`config.mk`:
```
export PLATFORM = sky130hd
export DESIGN_NAME = seven_seg_scanner
export DESIGN_NICKNAME = d
export VERILOG_FILES = /design/src/rtl/seven_seg_scanner.sv
export SDC_FILE = /design/constraint.sdc
export NUM_CORES = 1
export LEC_CHECK = 0
export CORE_MARGIN = 2
export CORE_UTILIZATION = 58
export CTS_CLUSTER_DIAMETER = 60
export DETAILED_ROUTE_END_ITERATION = 7
export PLACE_DENSITY = 0.84
export SETUP_SLACK_MARGIN = 0.5
export SYNTH_ARGS = -nofsm -noshare
export SYNTH_HDL_FRONTEND = slang
export SYNTH_SLANG_ARGS = --single-unit
```
`constraint.sdc`:
```
create_clock -name clk -period 5.9 [get_ports clk]
set_input_delay 1.18 -clock clk [delete_from_list [all_inputs] [get_ports clk]]
set_output_delay 1.18 -clock clk [all_outputs]
set_load 0.05 [all_outputs]
```
`src/rtl/seven_seg_scanner.sv`:
```
// seven_seg_scanner: latches four result digits and time-multiplexes them
// onto a 4-digit common-anode display with dead-time and zero blanking.
module seven_seg_scanner #(
    parameter int SCAN_DIV = 100000,
    parameter int DEAD_CYC = 1000
) (
    input  logic       clk,
    input  logic       reset_n,
    input  logic       load,
    input  logic [3:0] digit1,
    input  logic [3:0] digit2,
    input  logic [3:0] digit3,
    input  logic [3:0] digit4,
    input  logic       blank_lz,
    output logic [3:0] an,
    output logic [6:0] seg,
    output logic       dp,
    output logic       frame_tick
);

    localparam int CW = (SCAN_DIV > 1) ? $clog2(SCAN_DIV) : 1;

    logic [CW-1:0] cnt;
    logic [1:0]    idx;
    logic [3:0]    shd [0:3];
    logic          wrap;
    logic          blank;
    logic [3:0]    dig;
    logic [3:0]    an_nx;
    logic [6:0]    seg_nx;

    function automatic logic [6:0] decode(input logic [3:0] d);
        logic [6:0] s;
        case (d)
            4'h0: s = 7'b1000000;
            4'h1: s = 7'b1111001;
            4'h2: s = 7'b0100100;
            4'h3: s = 7'b0110000;
            4'h4: s = 7'b0011001;
            4'h5: s = 7'b0010010;
            4'h6: s = 7'b0000010;
            4'h7: s = 7'b1111000;
            4'h8: s = 7'b0000000;
            4'h9: s = 7'b0010000;
            4'hA: s = 7'b0001000;
            4'hB: s = 7'b0000011;
            4'hC: s = 7'b1000110;
            4'hD: s = 7'b0100001;
            4'hE: s = 7'b0000110;
            default: s = 7'b0001110;
        endcase
        return s;
    endfunction

    assign wrap = (cnt == CW'(SCAN_DIV - 1));
    assign dp   = 1'b1;

    // Next anode/segment pattern from the current slot phase and digit.
    always_comb begin
        dig    = shd[idx];
        blank  = 1'b0;
        an_nx  = 4'b1111;
        seg_nx = 7'b1111111;
        if (blank_lz) begin
            case (idx)
                2'd0: blank = (shd[0] == 4'd0);
                2'd1: blank = (shd[0] == 4'd0) && (shd[1] == 4'd0);
                2'd2: blank = (shd[0] == 4'd0) && (shd[1] == 4'd0)
                              && (shd[2] == 4'd0);
                default: blank = 1'b0;
            endcase
        end
        if (cnt >= CW'(DEAD_CYC)) begin
            an_nx  = ~(4'b1000 >> idx);
            seg_nx = blank ? 7'b1111111 : decode(dig);
        end
    end

    // Shadow capture, slot timing and registered display outputs.
    always_ff @(posedge clk) begin
        if (!reset_n) begin
            shd        <= '{default: 4'd0};
            cnt        <= '0;
            idx        <= 2'd0;
            an         <= 4'b1111;
            seg        <= 7'b1111111;
            frame_tick <= 1'b0;
        end else begin
            if (load) begin
                shd[0] <= digit1;
                shd[1] <= digit2;
                shd[2] <= digit3;
                shd[3] <= digit4;
            end
            cnt <= wrap ? '0 : cnt + CW'(1);
            if (wrap) begin
                idx <= idx + 2'd1;
            end
            frame_tick <= wrap && (idx == 2'd3);
            an         <= an_nx;
            seg        <= seg_nx;
        end
    end

endmodule

```
==> summary.md, run 1 <==
| Metric | Value |
|---|---|
| Fin cells | 323 |
| DRT Pass-1 Iters | 4 |
| Footprint of the multi-input gates | 1280 um2 |
| CP max-delay cell | clkdlybuf4s50_1 |
| Max-cap violations | 0 |
| Element type at the critical path start | register |
| CTS Buf Count | 5 |
| Final #Nets | 304 |
| Peak VDD IR | 0.179 mV |
| Post-DRT Antenna Nets | 0 |
| # H-tree levels | 2 |
| Post-synth EDFFs | 0 |
| CTS tree | done |
| WHS Path Cells | 2 |
| Clk slew on worst S/H paths | 0.09 ns |
| Crit path capture type | output pin |
| Yosys top cell area share | 0.403 |
| Initial antenna violation count | 0 |
| Status | completed |
| Distinct cells, synth | 41 |
| Leak | 1.05 nW |
| Register area | 941 um2 |
| Yosys top cell by area | dfxtp_1 |
| Clock buffer depth | 2 |
| GRT overflow | 0 |
| CP startpoint | seg[3] |
| Die Height | 67.4 um |
| Tcrit/Tclk final | 0.443 |
| Syn nets | 278 |
| #FFs+latches synth | 47 |
| Max Fanout on Critical Path | 1 |
| Starting Density | 0.592 |
| Top_reg_cell synth | dfxtp_1 |
| Max-slew headroom | 0.319 |
| Slew @ Worst Pin | 1.02 ns |
| Crit Path Class | reg2out |
| CP peak stage delay | 0.79 ns |
| HP Class | reg2reg |
| Fmax | 383 MHz |
| Syn Area/Cell | 9.49 um2 |
| Wirelength, routed | 4.50 mm |
| Gpl congestion | 0.795 |
| 1st-iter DRT viols | 133 |
| Port buffer count | 31 |
| Placement Cell Area | 2640 um2 |
| Final TNS setup | 0 ns |
| Worst skew pair latency | 0.31 ns |
| Arr. time, crit path | 1.43 ns |
| DRC | 0 |
| Core Region | 3940 um2 |
| GRT Util Overall | 0.221 |
| CTS Sinks | 47 |
| Fill cell count | 290 |
| Vias | 1842 |
| Hold path startpoint | shd[1] |
| Vias in the first global route | 1653 |
| First-pass GRT wire length | 7.49 mm |
| Synth async-reset ratio | 0 |
| Cts repair resizes | 0 |
| R2R Path Start | cnt[0] |
| Slew Viols, Final | 0 |
| Critical Path Stages | 1 |
| Cell Rows | 23 |
| DR WL/cell | 13.9 um |
| Die area | 4550 um2 |
| Largest net degree at the start of global routing | 22 |
| Post-synth top cells | 47 x dfxtp_1, 36 x nor2_1, 18 x mux2i_1 |
| Skew final | 0.0113 ns |
| Root buffer cell | clkbuf_8 |
| Post-route minimum period | 2.61 ns |
| Post-CTS setup buffer count | 0 |
| Die Span X | 67.4 um |
| Ant diodes | 0 |
| PD cells | 243 nW/um2 |
| I/O pin total | 33 |
| Kind of cell adding the most delay to the critical path | buffers and inverters |
| Synth warn | 0 |
| Final Setup Violations | 0 |
| WP data required | 4.72 ns |
| Hpwl dp | 3.28 mm |
| Syn Inst Count | 246 |
| Top-count cell post-synth | dfxtp_1 |
| Layout Utilization | 0.702 |
| Final Hold Fails | 0 |
| Post-route cell area | 2770 um2 |
| Sequential share of the synthesized area | 0.403 |
| Hold_buf cts | 0 |
| Vias per cell | 5.70 |
| CP Cell Sequence | clkdlybuf4s50_1 |
| Post-layout power | 673 uW |
| Synthesis-to-finish area growth | 18.6% |
| Dpl cells | 315 |
| Worst reg-to-reg path cell count | 5 |
| RSZ-0062 raised after global routing | no |
| Netlist Area Pre-Place | 2330 um2 |
| Worst path bufs/invs | 1 |
| Synth area leaders | dfxtp_1 40%, mux2i_1 7.7%, ha_1 6.4%, nor2_1 5.8%, mux4_1 3.4% |
| Layout cells sized above 1 | 0.0440 |
## logic make-up (layout without fill, tap and decap cells)
| group | count (synthesis) | after routing | synth area share |
|---|---|---|---|
| XOR/XNOR | 16 | 16 | 0.0601 |
| buffers and inverters | 24 | 51 | 0.0499 |
| AND/OR/NAND/NOR | 96 | 96 | 0.211 |
| flip-flops | 47 | 47 | 0.403 |
| AO/OA/AOI/OAI | 27 | 27 | 0.0794 |
| adder cells (fa/ha/maj) | 12 | 12 | 0.0643 |
| other | 1 | 1 | 0.00161 |
| multiplexers | 23 | 23 | 0.130 |
## layer usage
layer	vias up	part of all wire	routed length, um	GRT usage
met4	0	0.020	92	0.117
li1	934	-	-	-
met1	850	0.46	2060	0.289
met3	11	0.049	221	0.0433
met2	47	0.47	2120	0.344
met5	-	0	0	0
## final timing paths
| kind | endpoint | slack (ns) |
|---|---|---|
| min | shd[1] | 0.50 |
| max reg2reg | cnt[8] | 3.54 |
| max | seg[3] | 3.29 |
| min reg2reg | shd[1] | 0.50 |
## cell type report
type / instances / area share
repair buffers: 31 / 0.112
inverters: 12 / 0.0163
flip-flops and latches: 47 / 0.340
clock buffers: 6 / 0.0262
multi-input cells: 175 / 0.461
well taps: 50 / 0.0226
clock inverters: 2 / 0.0217
## power by group
part	total [mW]	internal (mW)	switching (mW)
logic	0.0593	0.0304	0.0289
registers	0.335	0.325	0.00934
clock network	0.279	0.169	0.110
## registers in the layout, indices dropped and copies added (netlist names)
register	flops
an	4
cnt	17
frame_tick	1
idx	2
seg	7
shd	16
## metrics by stage
| step | worst slack, ns | hold WS (ns) |
|---|---|---|
| 2_1_floorplan | 3.73 | 0.452 |
| 3_3_place_gp | 3.20 | 0.472 |
| 3_5_place_dp | 3.13 | 0.493 |
| 4_1_cts | 3.28 | 0.511 |
| 5_1_grt | 3.23 | 0.535 |
| 6_report | 3.29 | 0.504 |
## cells in the final DEF, fill, tap and decap left out, types with 2 or more instances in the layout
master	n
a221o_1	2
and3_1	4
nand3_1	9
or3_1	2
xor2_1	7
bufinv_16	2
dfxtp_1	47
nand4b_1	2
nor3b_1	2
mux2i_1	18
nand2_1	11
and2_1	2
o21ai_1	2
a21oi_1	6
nand3b_1	4
nor4_1	6
nor3_1	3
o211ai_1	4
nor2_1	36
mux4_2	2
inv_1	12
clkdlybuf4s50_1	31
nand4_1	9
xnor2_1	9
a211o_1	3
mux4_1	3
o21ai_0	5
clkbuf_8	5
o311ai_0	2
ha_1	12
## worst reg2reg max path, stage by stage, from the launching register on
cell and delay [ns]:
dfxtp_1 0.42, ha_1 0.40, and4bb_2 0.32, nand4b_1 0.14, o21ai_1 0.81, nor2_1 0.12
Power figures use the tool's default switching activity.
==> inputs of run 2 (changes only) <==
--- a/config.mk
+++ b/config.mk
@@ -6,10 +6,10 @@
 export NUM_CORES = 1
 export LEC_CHECK = 0
 export CORE_MARGIN = 2
-export CORE_UTILIZATION = 58
+export CORE_UTILIZATION = 49
 export CTS_CLUSTER_DIAMETER = 60
 export DETAILED_ROUTE_END_ITERATION = 7
-export PLACE_DENSITY = 0.84
+export PLACE_DENSITY = 0.76
 export SETUP_SLACK_MARGIN = 0.5
 export SYNTH_ARGS = -nofsm -noshare
 export SYNTH_HDL_FRONTEND = slang
==> constraint.sdc (replaced) <==
create_clock -name clk -period 2.4 [get_ports clk]
set_input_delay 0.48 -clock clk [delete_from_list [all_inputs] [get_ports clk]]
set_output_delay 0.48 -clock clk [all_outputs]
set_load 0.05 [all_outputs]
==> summary.md, run 2 (same netlist as run 1, synthesis figures left out) <==
| Metric | Value |
|---|---|
| Layout cells sized above 1 | 0.0896 (+0.0456) |
| DRT Pass-1 Iters | 4 (unchanged) |
| GRT Util Overall | 0.183 (-0.0376) |
| Die area | 5330 um2 (+17%) |
| Placement Cell Area | 2670 um2 (+1.5%) |
| Crit path capture type | register |
| Initial antenna violation count | 0 (unchanged) |
| Largest net degree at the start of global routing | 17 (-23%) |
| CP peak stage delay | 0.64 ns (-0.15 ns) |
| Wirelength, routed | 4.70 mm (+4.5%) |
| Ant diodes | 0 (unchanged) |
| Hold_buf cts | 0 (unchanged) |
| Cell Rows | 25 (+8.7%) |
| Post-route cell area | 2820 um2 (+1.8%) |
| Arr. time, crit path | 2.03 ns (+0.60 ns) |
| Crit Path Class | reg2reg |
| Die Span X | 73.0 um (+8.3%) |
| CTS Sinks | 47 (unchanged) |
| Final #Nets | 312 (+2.6%) |
| Slew Viols, Final | 0 (unchanged) |
| Most frequent cells in the layout | 46 x dfxtp_1, 36 x nor2_1, 19 x clkdlybuf4s50_1 |
| Skew final | 0.00750 ns (-0.00383 ns) |
| Starting Density | 0.501 (-0.0912) |
| HP Class | reg2reg |
| CTS tree | done |
| Tcrit/Tclk final | 0.768 |
| Top Registers | cnt (17), shd (16), seg (7) |
| Clock buffer depth | 2 (unchanged) |
| # H-tree levels | 2 (unchanged) |
| Post-route minimum period | 1.84 ns |
| Max Fanout on Critical Path | 11 (+10) |
| First-pass GRT wire length | 7.60 mm (+1.4%) |
| Die Height | 73.0 um (+8.3%) |
| PD cells | 499 nW/um2 (+110%) |
| Gpl congestion | 0.874 (+10%) |
| Fmax | 543 MHz |
| Final Hold Fails | 0 (unchanged) |
| Worst skew pair latency | 0.30 ns (about the same) |
| 1st-iter DRT viols | 71 (-47%) |
| Critical Path Stages | 5 (+4) |
| Vias | 1822 (-1.1%) |
| WHS Path Cells | 1 (-1) |
| Status | completed |
| DRC | 0 (unchanged) |
| Max-cap violations | 0 (unchanged) |
| Most common cell after layout, fill and taps aside | dfxtp_1 |
| Worst path bufs/invs | 2 (+1) |
| Max-slew headroom | 0.645 (+0.326) |
| Worst reg-to-reg path cell count | 5 (unchanged) |
| CP Cell Sequence | buf_6 -> mux4_2 -> buf_4 -> mux2i_1 -> a211o_1 |
| Vias in the first global route | 1645 (-0.48%) |
| Number of flip-flops in the largest register | 17 (unchanged) |
| WP data required | 2.59 ns (-2.13 ns) |
| I/O pin total | 33 (unchanged) |
| Clk slew on worst S/H paths | 0.08 ns (about the same) |
| Slew @ Worst Pin | 0.532 ns (-0.483 ns) |
| Port buffer count | 31 (unchanged) |
| Final TNS setup | 0 ns (unchanged) |
| Synthesis-to-finish area growth | 20.8% |
| Vias per cell | 5.47 (-4.1%) |
| CP max-delay cell | mux4_2 |
| FF-to-FF setup slack | 0.56 ns (-2.98 ns) |
| Final Setup Violations | 0 (unchanged) |
| Largest Register | cnt |
| Hpwl dp | 3.46 mm (+5.5%) |
| Root buffer cell | clkbuf_8 |
| CTS Buf Count | 5 (unchanged) |
| RSZ-0062 raised after global routing | yes |
| Leak | 1.06 nW (+1.5%) |
| Post-DRT Antenna Nets | 0 (unchanged) |
| Fill cell count | 405 (+40%) |
| Kind of cell adding the most delay to the critical path | multiplexers |
| Peak VDD IR | 0.280 mV (+57%) |
| DR WL/cell | 14.1 um (+1.4%) |
| Core Region | 4660 um2 (+18%) |
| Element type at the critical path start | register |
| GRT overflow | 0 (unchanged) |
## run 2: changes by cell type in the layout (fill, tap and decap cells not counted), moves of 2 or more
| cell | previous run | this run |
|---|---|---|
| buf_4 | 0 | 7 |
| bufinv_16 | 2 | 0 |
| clkdlybuf4s50_1 | 31 | 19 |
| dlymetal6s2s_1 | 0 | 11 |
| mux4_1 | 3 | 1 |
| mux4_2 | 2 | 4 |
## run 2: final timing paths
path | end | from
max | seg[3] | idx[0]
min | cnt[0] | cnt[0]
max reg2reg | seg[3] | idx[0]
min reg2reg | cnt[0] | cnt[0]
## run 2: repair_timing
item | 4_1_cts | 5_1_grt
gates resized for setup | 2 | 18
setup endpoints to repair | 2 | 18
pin swaps | 0 | 1
endpoints found under the hold margin | 0 | 0
buffers inserted | 0 | 3
## run 2: layout make-up
cell class | count | area [um2] | share of cell area
multi-input cells | 175 | 1280 | 0.456
clock buffers | 6 | 72.6 | 0.0258
repair buffers | 39 | 400 | 0.142
inverters | 12 | 48.8 | 0.0173
flip-flops and latches | 47 | 945 | 0.335
well taps | 54 | 67.6 | 0.0240
## run 2: report_power, final
group / internal (mW) / total (mW) / switching [mW]
Combinational: 0.0809 / 0.153 / 0.0723
Clock: 0.194 / 0.429 / 0.235
Sequential: 0.798 / 0.823 / 0.0248
Total: 1.07 / 1.41 / 0.332
## run 2: layer usage
layer,GRT usage,part of all wire,up-vias
li1,-,-,945
met1,0.252,0.50,839
met2,0.278,0.45,31
met3,0.0331,0.031,7
met4,0.0864,0.016,0
met5,0,0,-
## run 2: stage by stage
step | utilization | hold slack [ns] | power [mW] | setup WS [ns] | cells
detailed placement | 0.574 | 0.484 | 0.991 | 0.495 | 324
floorplan | - | 0.452 | 0.933 | 0.502 | 246
finish | 0.605 | 0.507 | 1.41 | 0.557 | 333
CTS | 0.588 | 0.502 | 1.42 | 0.499 | 330
global placement | 0.574 | 0.476 | 0.986 | 0.561 | 324
global route | 0.605 | 0.521 | 1.47 | 0.481 | 333
==> inputs of run 3 (changes only) <==
==> constraint.sdc (replaced) <==
create_clock -name clk -period 1.6 [get_ports clk]
set_input_delay 0.32 -clock clk [delete_from_list [all_inputs] [get_ports clk]]
set_output_delay 0.32 -clock clk [all_outputs]
set_load 0.05 [all_outputs]
==> summary.md, run 3 (same netlist as run 1, synthesis figures left out) <==
| Metric | Value |
|---|---|
| Placement Cell Area | 3010 um2 (+13%) |
| GRT overflow | 0 (unchanged) |
| Vias in the first global route | 2016 (+23%) |
| Fmax | 557 MHz (+2.7%) |
| Hpwl dp | 3.99 mm (+15%) |
| Leak | 1.45 nW (+37%) |
| Starting Density | 0.501 (unchanged) |
| DRC | 0 (unchanged) |
| Die Height | 73.0 um (unchanged) |
| Number of flip-flops in the largest register | 17 (unchanged) |
| WHS | 0.527 ns (+0.0197 ns) |
| Max Fanout on Critical Path | 6 (-5) |
| Layout Utilization | 0.798 (+0.194) |
| RSZ-0062 raised after global routing | yes |
| Most frequent cells in the layout | 50 x buf_4, 26 x dfxtp_1, 25 x nor2_1 |
| Vias per cell | 5.97 (+9.1%) |
| I/O pin total | 33 (unchanged) |
| Final Setup Violations | 23 (+23) |
| Final Hold Fails | 0 (unchanged) |
| Fin cells | 389 (+17%) |
| Max-cap violations | 0 (unchanged) |
| Clock buffer depth | 2 (unchanged) |
| Logic gate share of total power | 0.136 (+0.027) |
| Gpl congestion | 0.852 (-2.5%) |
| Root buffer cell | clkbuf_8 |
| Element type at the critical path start | register |
| Largest net degree at the start of global routing | 17 (unchanged) |
| Layout cells sized above 1 | 0.469 (+0.379) |
| Cell Rows | 25 (unchanged) |
| Slew @ Worst Pin | 0.582 ns (+0.0500 ns) |
| Post-route cell area | 3720 um2 (+32%) |
| Routed met1 length | 3.13 mm (+33%) |
| CTS tree | done |
| Port buffer count | 31 (unchanged) |
| Final setup margin | -0.195 ns (-0.752 ns) |
| Arr. time, crit path | 2.00 ns (-0.03 ns) |
| DR WL/cell | 19.5 um (+38%) |
| Max-slew headroom | 0.608 (-0.0365) |
| Final #Nets | 366 (+17%) |
| Top Registers | cnt (17), shd (16), seg (7) |
| Internal | 2.01 mW (+87%) |
| Status | complete, but fails checks |
| Max layer used | met4 |
| Peak VDD IR | 0.538 mV (+92%) |
| Psw | 629 uW (+89%) |
| 1st-iter DRT viols | 150 (+110%) |
| Sw Share | 0.238 (+0.00203) |
| Metal3 WL | 461 um (+220%) |
| PD cells | 710 nW/um2 (+42%) |
| Die area | 5330 um2 (unchanged) |
| Synthesis-to-finish area growth | 59.4% |
| Most common cell after layout, fill and taps aside | buf_4 |
| DRT Pass-1 Iters | 4 (unchanged) |
| Post-layout power | 2.64 mW (+88%) |
| CP startpoint | idx[0] |
| R2R Path Start | idx[0] |
| Tcrit/Tclk final | 1.12 (+0.354) |
| Crit Path Class | reg2reg |
| Clk slew on worst S/H paths | 0.09 ns (about the same) |
| Skew final | 0.0124 ns (+0.00488 ns) |
| Worst skew pair latency | 0.31 ns (about the same) |
| GRT Util Overall | 0.241 (+0.0581) |
| Ant diodes | 0 (unchanged) |
| Hold_buf cts | 0 (unchanged) |
| Sequential power share | 0.467 (-0.119) |
| Die Span X | 73.0 um (unchanged) |
| Post-route minimum period | 1.80 ns (-0.0476 ns) |
| WP data required | 1.81 ns (-0.78 ns) |
| First-pass GRT wire length | 9.94 mm (+31%) |
| Failing checks | negative setup slack |
| Core Region | 4660 um2 (unchanged) |
| Crit path capture type | register |
| Hold path startpoint | cnt[15] |
| CTS Buf Count | 5 (unchanged) |
| Post-DRT Antenna Nets | 0 (unchanged) |
| Slew Viols, Final | 0 (unchanged) |
| HP Class | reg2reg |
| Dpl cells | 359 (+11%) |
| # H-tree levels | 2 (unchanged) |
| CTS Sinks | 47 (unchanged) |
| Largest Register | cnt |
| Vias | 2322 (+27%) |
| Wirelength, routed | 7.59 mm (+61%) |
| Initial antenna violation count | 0 (unchanged) |
| Clk pwr share | 0.397 (+0.092) |
| WL met2 | 3.76 mm (+76%) |
run 3: changes by cell type in the layout (fill, tap and decap cells not counted), moves of 9 or more:
cell	before	now
nor2_1	36	25
dfxtp_1	46	26
dlymetal6s2s_1	11	1
dfxtp_2	0	17
buf_4	7	50
ha_1	11	2
buf_8	0	12
run 3: metrics by stage:
step / setup TNS [ns] / setup WS (ns)
2_1_floorplan: -0.873 / -0.168
6_report: -2.13 / -0.195
5_1_grt: -2.75 / -0.260
3_5_place_dp: -1.29 / -0.211
4_1_cts: -1.11 / -0.183
3_3_place_gp: -0.958 / -0.152
run 3: path summary, 6_finish.rpt:
path / end / slack [ns] / depth (start not counted)
min reg2reg: cnt[15] / 0.53 / 2
min: cnt[15] / 0.53 / 2
max reg2reg: seg[5] / -0.20 / 5
max: seg[5] / -0.20 / 5
run 3: layer usage:
layer,GRT usage,vias up
met3,0.0470,27
met2,0.386,124
li1,-,1057
met5,0,-
met4,0.0926,0
met1,0.321,1114
run 3: power by group through the flow:
stage,Combinational (mW),Sequential (mW),Clock (mW)
5_1_grt,0.382,1.24,1.10
2_1_floorplan,0.165,1.25,0
4_1_cts,0.294,1.23,1.05
6_report,0.358,1.23,1.05
3_5_place_dp,0.275,1.26,0
3_3_place_gp,0.270,1.26,0
run 3: repair_timing:
action | CTS | global route
resized for setup | 64 | 42
setup endpoints to repair | 41 | 51
gates cloned | 0 | 3
pin swaps | 16 | 15
setup buffers | 9 | 10
run 3: worst max-delay path, stage by stage, from the launching register on:
cell,delay (ns)
dfxtp_4,0.41
mux4_2,0.63
ha_4,0.23
nand2_2,0.07
o21ai_2,0.05
a221o_1,0.31
run 3: layout make-up:
| class | count | area, um2 |
|---|---|---|
| inverter | 12 | 55.1 |
| tap | 54 | 67.6 |
| sequential | 47 | 977 |
| clock inverter | 2 | 60.1 |
| multi-input combinational | 176 | 1570 |
| clock buffer | 6 | 72.6 |
| fill | 255 | 941 |
| timing repair buffer | 92 | 917 |
